[src/rtl/pad_wake_receiver_pkg.sv]
// Shared definitions for the pad input receiver and the PMU.
// Power-state codes, receiver FSM states, debounce counter width.
package pad_wake_receiver_pkg;

  typedef enum logic [1:0] {
    PS_ACTIVE     = 2'b00,
    PS_SLEEP      = 2'b01,
    PS_DEEP_SLEEP = 2'b10,
    PS_WAKING     = 2'b11
  } ps_t;

  typedef enum logic [1:0] {
    IDLE  = 2'b00,
    ARMED = 2'b01,
    REQ   = 2'b10
  } rx_state_t;

  localparam int DB_W = 8;

  function automatic logic is_sleep(input logic [1:0] ps);
    return (ps == PS_SLEEP) || (ps == PS_DEEP_SLEEP);
  endfunction

endpackage

[src/rtl/pad_wake_receiver_channel.sv]
// One pad: synchroniser, optional debounce (PAD_RX_DEBOUNCE_EN),
// and polarity-qualified edge detect on the debounced level.
module pad_rx_channel
  import pad_wake_receiver_pkg::*;
#(
  parameter int SYNC_STAGES     = 2,
  parameter int DEBOUNCE_CYCLES = 4
) (
  input  logic clk,
  input  logic rst_n,
  input  logic pad,
  input  logic pol,
  output logic d,
  output logic e
);

  logic [SYNC_STAGES-1:0] sync;
  logic                   s;
  logic                   d_q;

  // shift the raw pad level through the synchroniser chain
  always_ff @(posedge clk or negedge rst_n) begin
    if (!rst_n) sync <= '0;
    else        sync <= {sync[SYNC_STAGES-2:0], pad};
  end

  assign s = sync[SYNC_STAGES-1];

`ifdef PAD_RX_DEBOUNCE_EN
  localparam logic [DB_W-1:0] DB_LAST =
    DB_W'(DEBOUNCE_CYCLES - 1);

  logic [DB_W-1:0] cnt;
  logic            d_r;

  // accept a new level only after it has held long enough
  always_ff @(posedge clk or negedge rst_n) begin
    if (!rst_n) begin
      cnt <= '0;
      d_r <= 1'b0;
    end else if (s == d_r) begin
      cnt <= '0;
    end else if (cnt >= DB_LAST) begin
      cnt <= '0;
      d_r <= s;
    end else if (cnt != {DB_W{1'b1}}) begin
      cnt <= cnt + 1'b1;
    end
  end

  assign d = d_r;
`else
  assign d = s;
`endif

  // one-cycle history of the level for edge detection
  always_ff @(posedge clk or negedge rst_n) begin
    if (!rst_n) d_q <= 1'b0;
    else        d_q <= d;
  end

  assign e = (d != d_q) && (d == pol);

endmodule

[src/rtl/pad_wake_receiver.sv]
// Pad input receiver: clean core data and sleep-time wake requests.
// Build option: PAD_RX_DEBOUNCE_EN enables per-pad debounce.
module pad_wake_receiver
  import pad_wake_receiver_pkg::*;
#(
  parameter int N_PADS          = 4,
  parameter int SYNC_STAGES     = 2,
  parameter int DEBOUNCE_CYCLES = 4
) (
  input  logic              clk,
  input  logic              rst_n,
  input  logic [N_PADS-1:0] pad_in,
  input  logic [1:0]        power_state,
  input  logic              IE,
  input  logic              ISO_EN,
  input  logic [N_PADS-1:0] wake_mask,
  input  logic [N_PADS-1:0] wake_pol,
  input  logic              wake_src_clr,
  output logic [N_PADS-1:0] Y,
  output logic              wakeup_req,
  output logic [N_PADS-1:0] wake_src
);

  logic [N_PADS-1:0] d;
  logic [N_PADS-1:0] e;
  logic [N_PADS-1:0] hit;
  logic              watch;
  rx_state_t         st;
  rx_state_t         nxt;

  for (genvar i = 0; i < N_PADS; i++) begin : g_ch
    pad_rx_channel #(
      .SYNC_STAGES    (SYNC_STAGES),
      .DEBOUNCE_CYCLES(DEBOUNCE_CYCLES)
    ) u_ch (
      .clk  (clk),
      .rst_n(rst_n),
      .pad  (pad_in[i]),
      .pol  (wake_pol[i]),
      .d    (d[i]),
      .e    (e[i])
    );
  end

  assign hit   = e & wake_mask;
  assign watch = (st == ARMED) || (st == REQ);

  // core data, gated by input enable and isolation
  always_ff @(posedge clk or negedge rst_n) begin
    if (!rst_n) Y <= '0;
    else        Y <= d & {N_PADS{IE & ~ISO_EN}};
  end

  // receiver state register
  always_ff @(posedge clk or negedge rst_n) begin
    if (!rst_n) st <= IDLE;
    else        st <= nxt;
  end

  // next state: arm in sleep, request on a masked edge
  always_comb begin
    nxt = st;
    unique case (st)
      IDLE:    if (is_sleep(power_state)) nxt = ARMED;
      ARMED:   if (|hit) nxt = REQ;
               else if (power_state == PS_ACTIVE) nxt = IDLE;
      REQ:     if (power_state == PS_ACTIVE) nxt = IDLE;
      default: nxt = IDLE;
    endcase
  end

  // request decoded from the registered state
  always_comb begin
    wakeup_req = (st == REQ);
  end

  // sticky wake source: clear first, new hits win
  always_ff @(posedge clk or negedge rst_n) begin
    if (!rst_n)
      wake_src <= '0;
    else
      wake_src <= (wake_src_clr ? '0 : wake_src)
                | (watch ? hit : '0);
  end

endmodule

[config.mk]
export PLATFORM = sky130hd
export DESIGN_NAME = pad_wake_receiver
export DESIGN_NICKNAME = d
export VERILOG_FILES = /design/src/rtl/pad_wake_receiver_pkg.sv /design/src/rtl/pad_wake_receiver_channel.sv /design/src/rtl/pad_wake_receiver.sv
export SDC_FILE = /design/constraint.sdc
export NUM_CORES = 1
export LEC_CHECK = 0
export ABC_AREA = 1
export BUFFER_PORTS_ARGS = -buffer_cell sky130_fd_sc_hd__buf_4
export CAP_MARGIN = 5
export CORE_MARGIN = 1
export CORE_UTILIZATION = 52
export CTS_CLUSTER_DIAMETER = 30
export DETAILED_ROUTE_END_ITERATION = 8
export PLACE_DENSITY = 0.77
export SETUP_SLACK_MARGIN = 0.05
export SLEW_MARGIN = 20
export SYNTH_ARGS = -nofsm -noshare
export SYNTH_HDL_FRONTEND = slang
export SYNTH_SLANG_ARGS = --single-unit
[constraint.sdc]
create_clock -name clk -period 2 [get_ports clk]
set_input_delay 0.3 -clock clk [delete_from_list [all_inputs] [get_ports clk]]
set_output_delay 0.3 -clock clk [all_outputs]
set_load 0.01 [all_outputs]
---- Word level (Yosys, flattened, before mapping) ----
Cells that the tools add are included.
W data, S select, Z words.
word-level totals
  flip-flop bits (word level) ............. 22
  input bits .............................. 19
  output and inout port bits .............. 9
  logic and storage cells ................. 44
cells by class
  equality and inequality tests ........... 13
  multiplexer cells ....................... 6
  bitwise operators ....................... 5
  reductions and logical operators ........ 9
operator list
  kind                  count
  $and A4 B4 Y4         2
  $mux W4               2
  $mux W2               3
  $pmux W2 S3           1
  $eq A1 B1 Y1          4
  $eq A2 B1 Y1 const B  2
  $eq A2 B2 Y1 const B  2
  $logic_and A1 B1 Y1   4
  $logic_not A2 Y1      2
  $ne A1 B1 Y1          4
  $or A4 B4 Y4          1
  $reduce_or A4 Y1      1
  $logic_or A1 B1 Y1    2
  $ne A2 B2 Y1 const B  1
  $and A1 B1 Y1         1
  $not A1 Y1            1

---- Depth between registers and ports, before layout ----
  word-level depth ........................ 6
  gate-level depth with buffers ........... 10
  depth with buffers taken out ............ 10

---- Cells and area by module ----
From an unflattened synthesis, not the netlist that was laid out.
unflattened totals
  cell total of the unflattened synthesis .. 108
  area total of the unflattened synthesis .. 943.4 µm²
by module, submodules not included
  module             times used  cells each  area each (µm²)  seq. area each (µm²)
  pad_wake_receiver  1           60          508.0            250.2
  pad_rx_channel     4           12          108.9            75.1

---- Worst setup path before layout ----
Ideal clock, no wire load.
  path kind ............................... reg2reg
  start point ............................. register st[0]
  end point ............................... register st[1]
  library setup time ...................... 0.124 ns
  data arrival time ....................... 1.081 ns
  required time ........................... 1.876 ns
  path slack .............................. 0.795 ns
  stages on the path, launching flop included .. 7
  path buffers ............................ 0
  clock period less this slack ............ 1.205 ns
  cell sequence ........................... dfrtp_1 > inv_1 > ha_1 > o21bai_1 > nor2_1 > o21ai_0 > nand2_1
between the ends
  cells in the longest elaborated chain, start to end .. 2
  elaborated cells between the ends (all ways) .. 5
  those cells by class .................... eq/ne: 3; mux: 1; reduce/logical: 1
RTL lines
  item                      line                     RTL
  start: declaration        pad_wake_receiver.sv:28  rx_state_t st;
  start signal: assignment  pad_wake_receiver.sv:57  else st <= nxt;
  $eq A2 B2 Y1              -
  named net wakeup_req      pad_wake_receiver.sv:20  output logic wakeup_req,
  $pmux W2 S3               pad_wake_receiver.sv:63  unique case (st)
The timed path passes the listed nets, and every way through them passes these cells.
A chain may end at the register's enable or synchronous reset.

---- Worst setup path in the final report ----
  start point ............................. register st[0]
  end point ............................... output port wakeup_req
between the ends
  cells in the longest elaborated chain, start to end .. 1
RTL lines
  item              line                     RTL
  $eq A2 B2 Y1      pad_wake_receiver.sv:74  wakeup_req = (st == REQ);
  end: declaration  pad_wake_receiver.sv:20
No other way between the ends.

==> flow_summary_export.csv <==
group,metric,value,unit
routing,firstDrtPassIters,6,
layout,fin_util,0.7600,
place,dp_hpwl,1356,um
floorplan,die_area,0.001901,mm2
flow_run,maxCapViolCount,0,
routing,via_count,685,
setup_path,r2r-start,"st[0]$_DFFE_PN0P_",
routing,viasPerCell,4.928,
clock_network,clock_sink_count,22,
sta,hold_viol_final,0,
setup_path,critPathCapture,"wakeup_req",
synthesis,ys_types,13,
layout,area_growth_syn_to_layout,31.71,%
sta,tns,0,ps
layout,diodes,0,
synthesis,synthXorXnorAreaFrac,0,
synthesis,async_flop_share,1.000,
min_path,hold_path.class,"primary input to flop",
setup_path,path_delay_family,"flip-flops",
synthesis,synthAdderAreaFrac,0.06954,
floorplan,die_w,43.60,um
synthesis,synth_ff_type,"dfrtp_1",
synthesis,synth_mux_area_frac,0,
sta,max_freq,0.6737,GHz
synthesis,yosysSeqAreaShare,0.6120,
setup_path,cp-startpoint,"st[0]$_DFFE_PN0P_",
sta,rsz0062_at_grt,"false",
setup_path,r2r_slack,680,ps
clock_network,clkSlewWorstSetupHoldPaths,120,ps
setup_path,end_kind,"primary output",
status,status,"finished with violations",
floorplan,start_util,0.5770,
clock_network,cts_setup_buffers,0,
routing,wl_per_cell,12.77,um
layout,fin_nets,148,
clock_network,cts_root_buf,"clkbuf_4",
clock_network,cts_buffers,3,
synthesis,yosys_warnings,0,
setup_path,cp_max_fo,4,
power_and_ir_drop,leakage,0.6710,nW
setup_path,crit_cells,3,
setup_path,cpMaxStageDelayCell,"dfrtp_1",
sta,setup_viol,0,
place,place.gp.congestion,0.7449,
global_routing,grt_overflow,0,
sta,finalCritPeriodShare,0.7422,
power_and_ir_drop,ir_drop,0.0008649,V
clock_network,htree_levels,1,
synthesis,syn_inst,91,
clock_network,clockBufferDepth,2,
synthesis,synth_top_family_by_area,"simple AND/OR/NAND/NOR gates",
synthesis,yosys.area_share.simple,0.1599,
sta,hold_slack,89.44,ps
global_routing,antenna_found_initial,0,
routing,drcViolationCount,1,
routing,drt_first_iter_violations,10,
setup_path,timing.rr.end,"st[0]$_DFFE_PN0P_",
setup_path,crit_arrival,1180,ps
clock_network,hold_buffers,1,
setup_path,slowest_delay,410,ps
synthesis,synth_common_cells,"dfrtp_1 (22), inv_1 (22), nand2_1 (17)",
synthesis,synth_top_area_frac,0.6120,
synthesis,synth_nets,115,
sta,drv_slew,0,
sta,maxSlewHeadroom,0.8146,
layout,fin_cells,139,
global_routing,grt_pass1_vias,759,
synthesis,synth_compound_area_frac,0.06676,
sta,period_minus_slack,1484,ps
synthesis,syn_avg_cell_area,9.886,um2
setup_path,crit_buf_inv,2,
place,dp_cells,134,
floorplan,core,0.001559,mm2
place,io_buffers,27,
routing,routed_wl,1775,um
synthesis,yosysTopAreaCell,"dfrtp_1",
clock_network,tritoncts,"yes",
global_routing,grt_max_degree,23,
global_routing,grt_pass1_wl,3091,um
floorplan,fp.dieH,43.60,um
synthesis,ys_top_cells_by_area,"dfrtp_1 (61%), inv_1 (9.2%), nand2_1 (7.1%), ha_1 (7.0%), nor2_1 (3.3%)",
synthesis,ys_seq_elements,22,
routing,drtAntennaViolNets,0,
layout,drive_gt1_frac,0.2764,
floorplan,row_count,14,
clock_network,insertion_delay,300,ps
setup_path,crit_path_cell_trace,"inv_1, ha_1, buf_4",
clock_network,ctsResizeCount,0,
synthesis,synth_edf_count,0,
global_routing,grt.total_usage,0.2278,
setup_path,path_class,"flop to primary output",
power_and_ir_drop,power_density,1013,mW/mm2
setup_path,start_kind,"flop",
sta,skew,9.140,ps
setup_path,worst-r2r-cell-count,8,
synthesis,synthesis.area,899.6,um2
setup_path,required,1700,ps
sta,worstMarginPinSlew,278.0,ps
status,violations,"design-rule violations",
floorplan,io_pins,28,
-- worst min-delay path by stage --
stage / from / to / slack, ps / cells past startpoint
2_1_floorplan: rst_n / Y[0]$_DFF_PN0_ / 4 / 0
5_1_grt: pad_in[1] / g_ch[1].u_ch.sync[0]$_DFF_PN0_ / 70 / 1
3_3_place_gp: rst_n / g_ch[1].u_ch.sync[0]$_DFF_PN0_ / 200 / 1
6_report: pad_in[2] / g_ch[2].u_ch.sync[0]$_DFF_PN0_ / 90 / 1
3_5_place_dp: rst_n / Y[0]$_DFF_PN0_ / 200 / 1
4_1_cts: pad_in[2] / g_ch[2].u_ch.sync[0]$_DFF_PN0_ / 80 / 1
-- state kept, by name, summed over array words and instances, names as in the netlist --
register and cells:
g_ch.u_ch.d_q 4, st 2, Y 4, wake_src 4, g_ch.u_ch.sync 8
-- layout by cell type (no fill, tap or decap), drive strengths merged --
cell type	instances
buf	27
bufinv	1
clkbuf	3
dfrtp	22
dlygate4sd3	1
ha	5
inv	22
nand2	19
nand3	5
nor2	8
o211ai	1
o21ai	4
o21bai	1
o22ai	4
-- area by class of cell --
cell class,count,area [um2]
Sequential cell,22,550.5
Multi-Input combinational cell,47,266.5
Fill cell,113,374.1
Clock inverter,1,30.03
Clock buffer,3,22.52
Inverter,22,82.58
Timing Repair Buffer,28,212.7
Tap cell,16,20.02
-- routing by layer --
metal	wire, um	vias up	global-route usage
met1	687	325	0.2458
met3	83	2	0.04167
met2	991	21	0.4328
met5	0	-	0
li1	-	337	-
met4	13	0	0.08750
-- per-stage QoR --
stage | instance area (um2) | power [W] | setup slack, ps
after CTS | 1185 | 0.001207 | 522.4
after global placement | 1122 | 0.0008512 | 793.4
after global routing | 1185 | 0.001282 | 451.8
final | 1185 | 0.001200 | 515.7
after detailed placement | 1122 | 0.0008749 | 719.6
after floorplan | 899.6 | 0.0007330 | 795.1
-- power by group --
group	internal [W]	leakage, nW	switching (W)
Combinational	0.000145	0.371	0.000180
Sequential	0.000502	0.272	0.0000398
Clock	0.000203	0.0279	0.000131
Total	0.000850	0.671	0.000350
-- logic make-up after synthesis --
logic type	Yosys count
AOI/OAI and AO/OA	10
adders and majority gates	5
buffers and inverters	22
DFF	22
and+or+nand+nor	32
(Power assumes the default switching activity.)
